$ cat src/rtl/uart_cmd_parser_pkg.sv
// Shared definitions for the UART host-command front end.
//   state_e    : command FSM states
//   CH_*       : ASCII command and acknowledge bytes
//   to_lower   : folds 'A'..'Z' onto 'a'..'z' (other bytes pass through)
//   hex2nib    : ASCII hex digit -> {valid, nibble}
package uart_cmd_pkg;

    typedef enum logic [2:0] {
        ST_IDLE,
        ST_GET_HEX,
        ST_STEP,
        ST_GAP,
        ST_RST,
        ST_ACK
    } state_e;

    localparam logic [7:0] CH_S  = 8'h73;  // 's'
    localparam logic [7:0] CH_N  = 8'h6E;  // 'n'
    localparam logic [7:0] CH_A  = 8'h61;  // 'a'
    localparam logic [7:0] CH_R  = 8'h72;  // 'r'
    localparam logic [7:0] CH_CR = 8'h0D;
    localparam logic [7:0] CH_LF = 8'h0A;
    localparam logic [7:0] CH_SP = 8'h20;
    localparam logic [7:0] CH_K  = 8'h4B;  // 'K' success
    localparam logic [7:0] CH_H  = 8'h48;  // 'H' CPU halted
    localparam logic [7:0] CH_Q  = 8'h3F;  // '?' error

    function automatic logic [7:0] to_lower(input logic [7:0] c);
        if (c >= 8'h41 && c <= 8'h5A) begin
            return c | 8'h20;
        end
        return c;
    endfunction

    function automatic logic [4:0] hex2nib(input logic [7:0] c);
        if (c >= 8'h30 && c <= 8'h39) begin
            return {1'b1, c[3:0]};
        end
        // 'A'..'F' / 'a'..'f' have low nibble 1..6
        if ((c >= 8'h41 && c <= 8'h46) || (c >= 8'h61 && c <= 8'h66)) begin
            return {1'b1, c[3:0] + 4'd9};
        end
        return 5'b0_0000;
    endfunction

endpackage

$ cat src/rtl/uart_cmd_parser_if.sv
// Bus bundle between the command parser, the UART FIFOs and the CPU harness.
//   rx_empty/r_data/rd        : UART RX FIFO pop side
//   tx_full/w_data/wr         : UART TX FIFO push side
//   cpu_done/cpu_step/cpu_reset/start_addr : CPU control
//   busy                      : parser not idle
// master = parser side, slave = FIFO/CPU side.
interface uart_cmd_parser_if;
    import uart_cmd_pkg::*;

    logic        rx_empty;
    logic [7:0]  r_data;
    logic        rd;
    logic        tx_full;
    logic [7:0]  w_data;
    logic        wr;
    logic        cpu_done;
    logic        cpu_step;
    logic        cpu_reset;
    logic [31:0] start_addr;
    logic        busy;

    modport master (
        input  rx_empty, r_data, tx_full, cpu_done,
        output rd, w_data, wr, cpu_step, cpu_reset, start_addr, busy
    );

    modport slave (
        output rx_empty, r_data, tx_full, cpu_done,
        input  rd, w_data, wr, cpu_step, cpu_reset, start_addr, busy
    );

endinterface

$ cat src/rtl/uart_cmd_parser_cmd_timer.sv
// Loadable down-counter with zero flag.
//   clk, reset  : clock, synchronous active-low reset
//   load_i      : load load_val_i this cycle (has priority over counting)
//   load_val_i  : reload value
//   zero_o      : count is zero (counter holds at zero)
module cmd_timer #(
    parameter int unsigned WIDTH = 32
) (
    input  logic             clk,
    input  logic             reset,
    input  logic             load_i,
    input  logic [WIDTH-1:0] load_val_i,
    output logic             zero_o
);

    logic [WIDTH-1:0] cnt_q, cnt_d;

    always_comb begin
        cnt_d = cnt_q;
        if (load_i) begin
            cnt_d = load_val_i;
        end else if (cnt_q != '0) begin
            cnt_d = cnt_q - {{(WIDTH-1){1'b0}}, 1'b1};
        end
    end

    always_ff @(posedge clk) begin
        if (!reset) begin
            cnt_q <= '0;
        end else begin
            cnt_q <= cnt_d;
        end
    end

    assign zero_o = (cnt_q == '0);

endmodule

$ cat src/rtl/uart_cmd_parser.sv
// Host-command parser: pops bytes from the UART RX FIFO, decodes
// s / n<hh> / a<hhhhhhhh> / r commands, drives CPU step/reset/start
// address and pushes a one-byte acknowledge into the UART TX FIFO.
//   clk, reset : clock, synchronous active-low reset
//   bus        : uart_cmd_parser_if.master (FIFO + CPU signals)
module uart_cmd_parser
    import uart_cmd_pkg::*;
#(
    parameter int unsigned RST_CYCLES  = 16,
    parameter int unsigned STEP_GAP    = 4,
    parameter int unsigned TIMEOUT_CYC = 50_000_000
) (
    input  logic               clk,
    input  logic               reset,
    uart_cmd_parser_if.master  bus
);

    // Timer is loaded with N-1 so that the owning state lasts N cycles.
    localparam logic [31:0] RST_LOAD = 32'(RST_CYCLES - 1);
    localparam logic [31:0] GAP_LOAD = 32'(STEP_GAP - 1);
    localparam logic [31:0] TO_LOAD  = 32'(TIMEOUT_CYC - 1);

    state_e      state_q, state_d;
    logic [8:0]  cnt_q, cnt_d;          // remaining steps, up to 256
    logic [3:0]  digits_q, digits_d;    // hex digits still expected
    logic [27:0] shift_q, shift_d;      // argument collected so far
    logic        is_addr_q, is_addr_d;
    logic [31:0] start_addr_q, start_addr_d;
    logic [7:0]  w_data_q, w_data_d;
    logic        holdoff_q;

    logic        rd_c, wr_c, step_c, rstreq_c, can_pop;
    logic        tmr_load, tmr_zero;
    logic [31:0] tmr_val;
    logic [4:0]  nib;
    logic [7:0]  lc;
    logic [31:0] shifted;

    cmd_timer #(.WIDTH(32)) u_timer (
        .clk        (clk),
        .reset      (reset),
        .load_i     (tmr_load),
        .load_val_i (tmr_val),
        .zero_o     (tmr_zero)
    );

    // Gating with reset keeps the FIFO untouched while held in reset.
    assign can_pop = reset && !bus.rx_empty && !holdoff_q;

    always_comb begin
        state_d      = state_q;
        cnt_d        = cnt_q;
        digits_d     = digits_q;
        shift_d      = shift_q;
        is_addr_d    = is_addr_q;
        start_addr_d = start_addr_q;
        w_data_d     = w_data_q;
        rd_c         = 1'b0;
        wr_c         = 1'b0;
        step_c       = 1'b0;
        rstreq_c     = 1'b0;
        tmr_load     = 1'b0;
        tmr_val      = '0;
        nib          = hex2nib(bus.r_data);
        lc           = to_lower(bus.r_data);
        shifted      = {shift_q, nib[3:0]};

        case (state_q)
            ST_IDLE: begin
                if (can_pop) begin
                    rd_c = 1'b1;
                    if (bus.r_data == CH_CR || bus.r_data == CH_LF || bus.r_data == CH_SP) begin
                        state_d = ST_IDLE;
                    end else begin
                        case (lc)
                            CH_S: begin
                                cnt_d   = 9'd1;
                                state_d = ST_STEP;
                            end
                            CH_N: begin
                                digits_d  = 4'd2;
                                shift_d   = '0;
                                is_addr_d = 1'b0;
                                tmr_load  = 1'b1;
                                tmr_val   = TO_LOAD;
                                state_d   = ST_GET_HEX;
                            end
                            CH_A: begin
                                digits_d  = 4'd8;
                                shift_d   = '0;
                                is_addr_d = 1'b1;
                                tmr_load  = 1'b1;
                                tmr_val   = TO_LOAD;
                                state_d   = ST_GET_HEX;
                            end
                            CH_R: begin
                                tmr_load = 1'b1;
                                tmr_val  = RST_LOAD;
                                state_d  = ST_RST;
                            end
                            default: begin
                                w_data_d = CH_Q;
                                state_d  = ST_ACK;
                            end
                        endcase
                    end
                end
            end

            ST_GET_HEX: begin
                if (can_pop) begin
                    rd_c     = 1'b1;
                    tmr_load = 1'b1;
                    tmr_val  = TO_LOAD;
                    if (nib[4]) begin
                        shift_d  = shifted[27:0];
                        digits_d = digits_q - 4'd1;
                        if (digits_q == 4'd1) begin
                            if (is_addr_q) begin
                                start_addr_d = shifted;
                                w_data_d     = CH_K;
                                state_d      = ST_ACK;
                            end else begin
                                cnt_d   = (shifted[7:0] == 8'h00) ? 9'd256 : {1'b0, shifted[7:0]};
                                state_d = ST_STEP;
                            end
                        end
                    end else begin
                        w_data_d = CH_Q;
                        state_d  = ST_ACK;
                    end
                end else if (tmr_zero) begin
                    w_data_d = CH_Q;
                    state_d  = ST_ACK;
                end
            end

            ST_STEP: begin
                if (bus.cpu_done) begin
                    w_data_d = CH_H;
                    state_d  = ST_ACK;
                end else begin
                    step_c = 1'b1;
                    cnt_d  = cnt_q - 9'd1;
                    if (cnt_q == 9'd1) begin
                        w_data_d = CH_K;
                        state_d  = ST_ACK;
                    end else begin
                        tmr_load = 1'b1;
                        tmr_val  = GAP_LOAD;
                        state_d  = ST_GAP;
                    end
                end
            end

            ST_GAP: begin
                if (tmr_zero) begin
                    state_d = ST_STEP;
                end
            end

            ST_RST: begin
                rstreq_c = 1'b1;
                if (tmr_zero) begin
                    w_data_d = CH_K;
                    state_d  = ST_ACK;
                end
            end

            ST_ACK: begin
                if (!bus.tx_full) begin
                    wr_c    = 1'b1;
                    state_d = ST_IDLE;
                end
            end

            default: state_d = ST_IDLE;
        endcase
    end

    always_ff @(posedge clk) begin
        if (!reset) begin
            state_q      <= ST_IDLE;
            cnt_q        <= '0;
            digits_q     <= '0;
            shift_q      <= '0;
            is_addr_q    <= 1'b0;
            start_addr_q <= '0;
            w_data_q     <= '0;
            holdoff_q    <= 1'b0;
        end else begin
            state_q      <= state_d;
            cnt_q        <= cnt_d;
            digits_q     <= digits_d;
            shift_q      <= shift_d;
            is_addr_q    <= is_addr_d;
            start_addr_q <= start_addr_d;
            w_data_q     <= w_data_d;
            holdoff_q    <= rd_c;
        end
    end

    assign bus.rd         = rd_c;
    assign bus.wr         = wr_c;
    assign bus.cpu_step   = step_c;
    assign bus.cpu_reset  = rstreq_c;
    assign bus.w_data     = w_data_q;
    assign bus.start_addr = start_addr_q;
    assign bus.busy       = (state_q != ST_IDLE);

endmodule

$ cat src/flat_wrapper.sv
// flat-port wrapper written by rule: the top's interface ports become plain ports
module uart_cmd_parser_flat import uart_cmd_pkg::*;
#(
    parameter int unsigned RST_CYCLES  = 16,
    parameter int unsigned STEP_GAP    = 4,
    parameter int unsigned TIMEOUT_CYC = 50_000_000
)
  (clk, reset, bus_rx_empty, bus_r_data, bus_tx_full, bus_cpu_done, bus_rd, bus_w_data, bus_wr, bus_cpu_step, bus_cpu_reset, bus_start_addr, bus_busy);
  uart_cmd_parser_if bus_i ();
  input  logic clk;
  input  logic reset;
  input wire logic [$bits(bus_i.rx_empty)-1:0] bus_rx_empty;
  input wire logic [$bits(bus_i.r_data)-1:0] bus_r_data;
  input wire logic [$bits(bus_i.tx_full)-1:0] bus_tx_full;
  input wire logic [$bits(bus_i.cpu_done)-1:0] bus_cpu_done;
  output wire logic [$bits(bus_i.rd)-1:0] bus_rd;
  output wire logic [$bits(bus_i.w_data)-1:0] bus_w_data;
  output wire logic [$bits(bus_i.wr)-1:0] bus_wr;
  output wire logic [$bits(bus_i.cpu_step)-1:0] bus_cpu_step;
  output wire logic [$bits(bus_i.cpu_reset)-1:0] bus_cpu_reset;
  output wire logic [$bits(bus_i.start_addr)-1:0] bus_start_addr;
  output wire logic [$bits(bus_i.busy)-1:0] bus_busy;
  assign bus_i.rx_empty = bus_rx_empty;
  assign bus_i.r_data = bus_r_data;
  assign bus_i.tx_full = bus_tx_full;
  assign bus_i.cpu_done = bus_cpu_done;
  assign bus_rd = bus_i.rd;
  assign bus_w_data = bus_i.w_data;
  assign bus_wr = bus_i.wr;
  assign bus_cpu_step = bus_i.cpu_step;
  assign bus_cpu_reset = bus_i.cpu_reset;
  assign bus_start_addr = bus_i.start_addr;
  assign bus_busy = bus_i.busy;
  uart_cmd_parser #(.RST_CYCLES(RST_CYCLES), .STEP_GAP(STEP_GAP), .TIMEOUT_CYC(TIMEOUT_CYC)) u_core (.clk(clk), .reset(reset), .bus(bus_i));
endmodule
$ cat config.mk
export PLATFORM = sky130hd
export DESIGN_NAME = uart_cmd_parser_flat
export DESIGN_NICKNAME = d
export VERILOG_FILES = /design/src/rtl/uart_cmd_parser_pkg.sv /design/src/rtl/uart_cmd_parser_if.sv /design/src/rtl/uart_cmd_parser_cmd_timer.sv /design/src/rtl/uart_cmd_parser.sv /design/src/flat_wrapper.sv
export SDC_FILE = /design/constraint.sdc
export NUM_CORES = 1
export LEC_CHECK = 0
export BUFFER_PORTS_ARGS = -buffer_cell sky130_fd_sc_hd__buf_2
export CAP_MARGIN = 15
export CORE_ASPECT_RATIO = 0.6
export CORE_MARGIN = 2
export CORE_UTILIZATION = 40
export DETAILED_ROUTE_END_ITERATION = 6
export GPL_ROUTABILITY_DRIVEN = 0
export SLEW_MARGIN = 10
export SYNTH_ARGS = -nofsm -noshare
export SYNTH_HDL_FRONTEND = slang
export SYNTH_HIERARCHICAL = 1
export SYNTH_SLANG_ARGS = --single-unit
$ cat constraint.sdc
create_clock -name clk -period 3.85 [get_ports clk]
set_input_delay 0.385 -clock clk [delete_from_list [all_inputs] [get_ports clk]]
set_output_delay 0.385 -clock clk [all_outputs]
set_load 0.03 [all_outputs]
## Word level (Yosys, flattened, before mapping)

Cells that the tools add are included.

- $add $sub $neg: 4
- Eq/ne operators: 32
- Reductions and logical operators: 32
- $lt $le $gt $ge: 7
- Muxes and demuxes: 80
- Bitwise gates (word level): 1

Operators with widths:

| kind | number |
|---|---|
| 32-bit two-way mux | 5 |
| 28-bit two-way mux | 5 |
| 8-bit two-way mux | 13 |
| 32-bit one-hot mux with 3 select lines | 1 |
| 9-bit two-way mux | 9 |
| 28-bit one-hot mux with 2 select lines | 1 |
| 26-bit one-hot mux with 2 select lines | 1 |
| 3-bit two-way mux | 11 |
| 8-bit by 7-bit == test with 1-bit output, second input constant | 4 |
| 32-bit zero test | 1 |
| 8-bit one-hot mux with 4 select lines | 1 |
| 32-bit nonzero test | 1 |
| 32-bit by 1-bit subtractor with 32-bit output, second input constant | 1 |
| 9-bit one-hot mux with 3 select lines | 1 |
| 26-bit two-way mux | 1 |
| 8-bit by 7-bit <= comparator with 1-bit output, second input constant | 3 |
| 5-bit two-way mux | 4 |
| 3-bit one-hot mux with 6 select lines | 1 |
| 9-bit AND reduction | 2 |
| 8-bit by 4-bit == test with 1-bit output, second input constant | 2 |
| 8-bit by 7-bit greater-or-equal comparator with 1-bit output, second input constant | 2 |
| 1-bit two-way mux | 16 |
| 4-bit two-way mux | 4 |
| 4-bit one-hot mux with 2 select lines | 2 |
| 37 further kinds | 64 |

- Flip-flop bits (word level): 118
- Logic and storage cells: 165
- Output and inout bits: 45
- Input port bits: 13

## Depth between registers and ports, before layout

Gate-level depths: netlist (run 1).

- Depth in word-level cells: 14
- Depth in mapped cells: 13
- Depth with buffers taken out: 12

## Modules after synthesis

The synthesis (run 1) kept the hierarchy.

Modules (own cells, without submodules):

| module | cells each | instances | area an instance (µm²) | sequential area each (µm²) |
|---|---|---|---|---|
| uart_cmd_parser | 513 | 1 | 3963.8 | 1641.6 |
| cmd_timer | 205 | 1 | 1692.9 | 640.6 |

## Worst setup path before layout (run 1)

No wires, ideal clock.

- Path type: reg-to-reg
- Start point: register u_core.u_timer.cnt_q[0]
- End point: register u_core.w_data_q[6] (netlist: u_core/bus.w_data[6])
- Path buffers: 1
- Setup slack: 0.872 ns
- Period minus slack after synthesis: 2.978 ns
- Cell stages (with the launch flop): 14
- Setup time: 0.072 ns
- Required time: 3.778 ns
- Data arrival time: 2.907 ns
- Cells stage by stage: dfxtp_1 > inv_1 > ha_1 > nor4b_1 > nand2_1 > or4_4 > buf_6 > clkinv_4 > nand2b_1 > a21oi_1 > o221ai_1 > nand3b_1 > nor2_1 > mux2i_1

- Word-level cells in the longest chain between the ends: 3
- Elaborated cells between the ends (all ways): 4
- Classes of those cells: 2 x eq/ne; 2 x reduce/logical

Ends and longest elaborated chain:

| element | RTL line | text |
|---|---|---|
| start: declaration | uart_cmd_parser_cmd_timer.sv:16 | `logic [WIDTH-1:0] cnt_q, cnt_d;` |
| start signal: assignment | uart_cmd_parser_cmd_timer.sv:31 | `cnt_q <= cnt_d;` |
| 32-bit zero test (*) | uart_cmd_parser_cmd_timer.sv:35 | `assign zero_o = (cnt_q == '0);` |
| via u_core.tmr_zero | uart_cmd_parser.sv:33 | `logic tmr_load, tmr_zero;` |
| 3-bit by 1-bit inequality test with 1-bit output (no line) / 2-bit by 1-bit inequality test with 1-bit output (equally long branches) | - |  |
| 9-bit AND reduction (no line) (*) | - |  |
| end signal: assignment | uart_cmd_parser.sv:198 | `w_data_q <= w_data_d;` |
| end: declaration | uart_cmd_parser.sv:29 | `logic [7:0] w_data_q, w_data_d;` |

Mark *: on every way through the listed nets, which the timed path passes. The rest lies on a longest branch.
A chain may end at the register's enable or synchronous reset.

## Worst setup path in the final report (run 1)

Same ends and word-level chain as after synthesis.

==> results of run 1 <==
cells by family after synthesis:
family | synth area share [%]
buffers and inverters | 5.57
XOR/XNOR | 4.03
adder cells (fa/ha/maj) | 1.99
multiplexers | 0.376
other | 0.0663
AO/OA/AOI/OAI | 21.1
flip-flops | 40.3
AND/OR/NAND/NOR | 26.6
flip-flops by register name, indices dropped and copies added, names as in the netlist:
register,flops
u_core/cnt_q,9
u_core/bus.w_data,4
u_core/holdoff_q,1
u_core/bus.start_addr,32
u_core/state_q,3
u_core/u_timer/cnt_q,32
u_core/shift_q,28
u_core/digits_q,4
u_core/is_addr_q,1
worst min-delay path: cells and delay by family:
family | cells | cell delay (ns)
buffers and inverters | 1 | 0.12
AOI/OAI and AO/OA | 2 | 0.17
Yosys cell counts (3+ instances only):
cell,n
a211oi_1,17
nand2b_1,5
nand3_1,38
nor4_1,13
o31ai_1,6
dfxtp_1,114
a31oi_1,6
or3b_2,3
a21oi_1,83
or3_1,12
o21ai_1,4
nand2_1,123
buf_4,7
o21ai_0,37
nand4_1,3
nor2_1,41
o21a_1,9
o211ai_1,6
ha_1,9
buf_1,3
xnor2_1,25
clkbuf_1,30
or4_4,3
buf_2,7
buf_6,3
inv_1,14
a21o_1,3
and3_1,3
nor3b_1,6
nor3_1,24
or4_1,7
worst paths after layout:
check	start	end	slack [ns]	cells after the start
max reg2reg	u_core/u_timer/cnt_q[0]$_SDFFE_PN0P_	u_core/bus.w_data[6]$_SDFFE_PN0P_	0.44	13
max	u_core/u_timer/cnt_q[0]$_SDFFE_PN0P_	u_core/bus.w_data[6]$_SDFFE_PN0P_	0.44	13
min	bus_cpu_done	u_core/bus.w_data[1]$_SDFFE_PN0P_	0.32	3
min reg2reg	u_core/bus.start_addr[10]$_SDFFE_PN0P_	u_core/bus.start_addr[10]$_SDFFE_PN0P_	0.45	2
area by class of cell:
cell class | count | area, µm² | share of cell area (%)
Inverter | 16 | 65.1 | 0.974
Clock inverter | 14 | 130 | 1.95
Clock buffer | 18 | 439 | 6.57
Multi-Input combinational cell | 551 | 3130 | 46.8
Timing Repair Buffer | 72 | 400 | 5.99
Tap cell | 192 | 240 | 3.59
Sequential cell | 114 | 2280 | 34.2
stage by stage:
| step | setup WS, ns | instance area (µm²) | instances | util, % | total power [W] |
|---|---|---|---|---|---|
| floorplan | 0.872 | 5710 | 732 | - | 0.00280 |
| global placement | 0.771 | 6110 | 945 | 44.5 | 0.00312 |
| detailed placement | 0.529 | 6110 | 945 | 44.5 | 0.00314 |
| CTS | 0.488 | 6680 | 977 | 48.6 | 0.00466 |
| global route | 0.175 | 6680 | 977 | 48.6 | 0.00494 |
| finish | 0.442 | 6680 | 977 | 48.6 | 0.00466 |
power groups by stage:
| stage | sequential, W | clock (W) | combinational (W) |
|---|---|---|---|
| after global placement | 0.00156 | 0 | 0.00156 |
| final | 0.00155 | 0.00151 | 0.00161 |
| after CTS | 0.00154 | 0.00153 | 0.00159 |
| after global routing | 0.00157 | 0.00160 | 0.00178 |
| after detailed placement | 0.00156 | 0 | 0.00158 |
| after floorplan | 0.00152 | 0 | 0.00128 |
metal layers:
layer / GRT usage [%] / vias to the layer above
li1: - / 2660
met1: 34.2 / 2543
met2: 27.4 / 236
met3: 5.31 / 11
met4: 4.62 / 0
met5: 0 / -
placed cells by master, fill, tap and decap left out, types with 13 or more instances in the layout:
master	n
a211oi_1	17
a21oi_1	83
buf_2	56
buf_4	16
clkbuf_16	17
conb_1	15
dfxtp_1	114
inv_1	13
nand2_1	123
nand3_1	38
nor2_1	41
nor3_1	23
nor4_1	13
o21ai_0	37
xnor2_1	25
==> key figures, run 1 <==
Global routing
  • First-pass GRT wire length: 25000 µm
  • Overflow after GRT: 0
  • Overall Global Routing Usage: 21.2%
  • Vias in the first global route: 4684
  • Largest net degree at the start of global routing: 47
  • Initial antenna violation count: 0

Yosys
  • FF+latch count, synth: 114
  • Yosys top cell by area: dfxtp_1
  • Mapped Area: 5660 µm²
  • Synth Instances: 718
  • Seq/Total Area, Yosys: 40.3%
  • Syn Area/Cell: 7.88 µm²
  • Ys flop type: dfxtp_1
  • Ys Warns: 6
  • Ys async rst share: 0%
  • Top cells by area, synth: dfxtp_1, nand2_1, a21oi_1
  • Post-synth cell types: 76
  • Share of Yosys cell area claimed by the top area cell type: 40.3%
  • Post-synth EDFFs: 0

Placed design
  • PortBufs: 56
  • Dpl hpwl: 10700 µm

STA
  • Slew @ Worst Pin: 1.06 ns
  • Fmax: 293 MHz
  • Pins Over Slew Limit: 0
  • RSZ-0062 raised after global routing: false
  • Final hold violations: 0
  • Final min period: 3.41 ns
  • Final hold slack: 0.317 ns
  • Final period util: 88.5%
  • Clock skew: 0.0150 ns
  • Setup tns final: 0 ns
  • Slew headroom: 29.0%
  • Endpoints failing setup: 0

Power and ir drop
  • Combinational power share: 34.5%
  • Cell leakage power: 2.46 nW
  • Max IR drop VDD: 0.000312 V
  • Pwr dens: 697 nW/µm²
  • Pint: 0.00291 W
  • NetSw: 0.00175 W
  • Flop pwr share: 33.2%
  • Switch share: 37.5%
  • Clock power frac: 32.3%

Clock tree
  • Skew-Pair Late Insertion Delay: 0.41 ns
  • Setup Fix Bufs, Post-CTS: 0
  • Sink Count: 114
  • CTS tree: yes
  • Hold_buf cts: 0
  • Inserted Clock Buffers: 17
  • Number of buffers on the longest clock path: 2
  • H-tree depth: 4
  • Post_cts resized: 0
  • Root Driver: clkbuf_16
  • CTS clk-pin slew, worst paths: 0.06 ns

Floorplanning
  • Row count: 33
  • Die Ht: 96.1 µm
  • Die Footprint: 15100 µm²
  • Boundary Pins: 58
  • Core ar.: 13700 µm²
  • Initial core utilization: 41.1%
  • Die Span X: 158 µm

Run
  • Number of max-cap violations: 0

Route
  • DR iter-0 viols: 539
  • # DRC: 0
  • DRT Wirelength: 15500 µm
  • Length of routed met2 wiring: 5890 µm
  • Detailed-route wire length per cell: 15.8 µm
  • Met1 WL: 8180 µm
  • DR WL met3: 1280 µm
  • Avg Vias per Cell: 5.58
  • ANT nets after route: 0
  • TritonRoute pass-1 iters: 5
  • Vias: 5450
  • Max Used Layer: met4

Critical path
  • Buf/Inv on CP: 3
  • Worst Path Required: 4.18 ns
  • Crit path launch type: flip-flop
  • Worst path arrival time: 3.74 ns
  • Kind of critical path: flip-flop to flip-flop
  • CP Cell Sequence: inv_1, ha_1, nor4b_1, nand2_1, buf_4, or4_4, clkinv_4, nand2b_1, a21oi_1, o221ai_1, nand3b_1, nor2_1, mux2i_1
  • Max FO, Critical Path: 13
  • Slowest CP cell: nor4b_1
  • Worst path max stage delay: 0.63 ns
  • Setup crit end kind: flip-flop
  • Delay-heaviest family, CP: simple AND/OR/NAND/NOR gates

Min path
  • HP Class: input port to flip-flop

Status
  • Status: finished clean

Layout
  • Final net count: 794
  • Diode count: 0
  • Layout cell share with drive strength beyond 1: 16.2%
  • Layout area overhead: 18.1%
  • Fill count: 1321
(Power assumes the default switching activity.)
==> inputs of run 2 (changes only) <==
==> constraint.sdc (replaced) <==
create_clock -name clk -period 3.85 [get_ports clk]
set_input_delay 0.77 -clock clk [delete_from_list [all_inputs] [get_ports clk]]
set_output_delay 0.77 -clock clk [all_outputs]
set_load 0.03 [all_outputs]
==> key figures, run 2 (synthesized netlist as in run 1, its figures left out) <==
Status
  • Status: finished clean

Clock tree
  • Skew-Pair Late Insertion Delay: 0.41 ns (about the same)
  • Sink Count: 114 (unchanged)
  • Inserted Clock Buffers: 17 (unchanged)
  • Root Driver: clkbuf_16
  • Setup Fix Bufs, Post-CTS: 0 (unchanged)
  • Post_cts resized: 0 (unchanged)
  • CTS clk-pin slew, worst paths: 0.06 ns (about the same)
  • Number of buffers on the longest clock path: 2 (unchanged)
  • H-tree depth: 4 (unchanged)
  • CTS tree: yes
  • Hold_buf cts: 0 (unchanged)

Placed design
  • PortBufs: 56 (unchanged)
  • Dpl hpwl: 11000 µm (+2.1%)

Layout
  • Layout cell share with drive strength beyond 1: 16.2% (unchanged)
  • Most common cell after layout, fill and taps aside: nand2_1
  • Final net count: 794 (unchanged)
  • Layout area overhead: 18.6%
  • Final Core Density: 48.8% (+0.18 points)
  • Diode count: 0 (unchanged)
  • Commonest cells after routing, fill and taps aside: nand2_1, dfxtp_1, a21oi_1

STA
  • Final hold slack: 0.448 ns (+0.131 ns)
  • Setup tns final: 0 ns (unchanged)
  • Slew @ Worst Pin: 0.983 ns (-0.0774 ns)
  • Final period util: 90.9% (+2.4 points)
  • Pins Over Slew Limit: 0 (unchanged)
  • Endpoints failing setup: 0 (unchanged)
  • Final hold violations: 0 (unchanged)
  • Fmax: 286 MHz (-2.6%)
  • Final min period: 3.50 ns (+0.0921 ns)
  • Slew headroom: 34.2% (+5.2 points)
  • Clock skew: 0.0120 ns (-0.00307 ns)
  • RSZ-0062 raised after global routing: false

Global routing
  • Initial antenna violation count: 0 (unchanged)
  • Largest net degree at the start of global routing: 46 (-2.1%)
  • Vias in the first global route: 4826 (+3.0%)
  • Overall Global Routing Usage: 21.9% (+0.64 points)
  • First-pass GRT wire length: 25800 µm (+3.2%)
  • Overflow after GRT: 0 (unchanged)

Floorplanning
  • Die Span X: 158 µm (unchanged)
  • Initial core utilization: 41.1% (unchanged)
  • Core ar.: 13700 µm² (unchanged)
  • Die Footprint: 15100 µm² (unchanged)
  • Boundary Pins: 58 (unchanged)
  • Die Ht: 96.1 µm (unchanged)
  • Row count: 33 (unchanged)

Critical path
  • Max FO, Critical Path: 13 (unchanged)
  • Worst path arrival time: 3.83 ns (+0.09 ns)
  • Crit path launch type: flip-flop
  • Kind of critical path: flip-flop to flip-flop
  • Slack of the worst reg-to-reg path: 0.35 ns (-0.09 ns)
  • Reg-to-Reg Start: u_core/u_timer/cnt_q[17]$_SDFFE_PN0P_
  • Worst Reg-to-Reg Cells: 10 (-3)
  • Setup crit end kind: flip-flop
  • Worst Path Required: 4.18 ns (about the same)
  • RR Endpoint: u_core/bus.w_data[6]$_SDFFE_PN0P_

Route
  • DR WL met3: 1120 µm (-12%)
  • ANT nets after route: 0 (unchanged)
  • Vias: 5465 (+0.28%)
  • Avg Vias per Cell: 5.59 (+0.28%)
  • Met1 WL: 8470 µm (+3.5%)
  • Detailed-route wire length per cell: 16.3 µm (+3.2%)
  • # DRC: 0 (unchanged)
  • Max Used Layer: met4
  • TritonRoute pass-1 iters: 6 (+1)
  • DRT Wirelength: 16000 µm (+3.2%)
  • DR iter-0 viols: 552 (+2.4%)
  • Length of routed met2 wiring: 6240 µm (+5.9%)

Min path
  • Hold Crit Start: u_core/bus.start_addr[29]$_SDFFE_PN0P_
  • Hold Path Cell Cnt: 2 (-1)
  • Worst hold path endpoint: u_core/bus.start_addr[29]$_SDFFE_PN0P_
  • HP Class: flip-flop to flip-flop

Power and ir drop
  • Cell leakage power: 2.46 nW (+0.18%)
  • Total power: 0.00478 W (+2.5%)
  • Pwr dens: 712 nW/µm² (+2.1%)
  • Max IR drop VDD: 0.000281 V (-10%)

Run
  • Number of max-cap violations: 0 (unchanged)
## run 2: cell count changes in the layout (fill, tap and decap cells not counted)
cell / delta
bufinv_16: +1
clkinv_4: +2
clkinv_2: -2
inv_8: -1
inv_6: -1
clkinvlp_4: +1
## run 2: cell type report
type | instances | area, µm²
Sequential cell | 114 | 2280
Multi-Input combinational cell | 551 | 3130
Clock inverter | 14 | 155
Timing Repair Buffer | 72 | 400
Tap cell | 192 | 240
Clock buffer | 18 | 439
Fill cell | 1310 | 7040
Inverter | 16 | 65.1
## run 2: worst max path at each step
| stage | cells past startpoint | startpoint | end | slack [ns] |
|---|---|---|---|---|
| final | 10 | u_core/u_timer/cnt_q[17]$_SDFFE_PN0P_ | u_core/bus.w_data[6]$_SDFFE_PN0P_ | 0.35 |
| after global routing | 10 | u_core/u_timer/cnt_q[17]$_SDFFE_PN0P_ | u_core/bus.w_data[6]$_SDFFE_PN0P_ | 0.22 |
| after CTS | 10 | u_core/u_timer/cnt_q[17]$_SDFFE_PN0P_ | u_core/bus.w_data[6]$_SDFFE_PN0P_ | 0.40 |
| after detailed placement | 12 | bus_r_data[0] | u_core/u_timer/cnt_q[17]$_SDFFE_PN0P_ | 0.25 |
| after global placement | 12 | bus_r_data[0] | u_core/u_timer/cnt_q[2]$_SDFFE_PN0P_ | 0.45 |
| after floorplan | 10 | bus_rx_empty | u_core/u_timer/cnt_q[7]$_SDFFE_PN0P_ | 0.73 |
## run 2: critical path: stages, from the launching register on
cell and delay, ns:
dfxtp_1 0.38, or4_4 0.56, or4_4 0.53, or4_4 0.54
clkinv_4 0.16, nand2b_1 0.07, a21oi_1 0.15, o221ai_1 0.15
nand3b_1 0.23, nor2_1 0.42, mux2i_1 0.23
## run 2: power breakdown
group	internal, W	total, W	switching [W]
Sequential	0.00135	0.00154	0.000183
Combinational	0.000658	0.00167	0.00101
Clock	0.000975	0.00158	0.000600
## run 2: metrics by stage
| step | worst slack (ns) | std cells | cell area (µm²) |
|---|---|---|---|
| after floorplan | 0.726 | 732 | 5710 |
| after global placement | 0.450 | 945 | 6110 |
| after detailed placement | 0.253 | 945 | 6110 |
| after CTS | 0.404 | 977 | 6710 |
| after global routing | 0.222 | 977 | 6710 |
| final | 0.350 | 977 | 6710 |
## run 2: metal layers
metal  vias up  track usage (%)
li1       2663                -
met1      2570             34.9
met2       219             28.2
met3        13             4.59
met4         0             7.12
met5         -                0
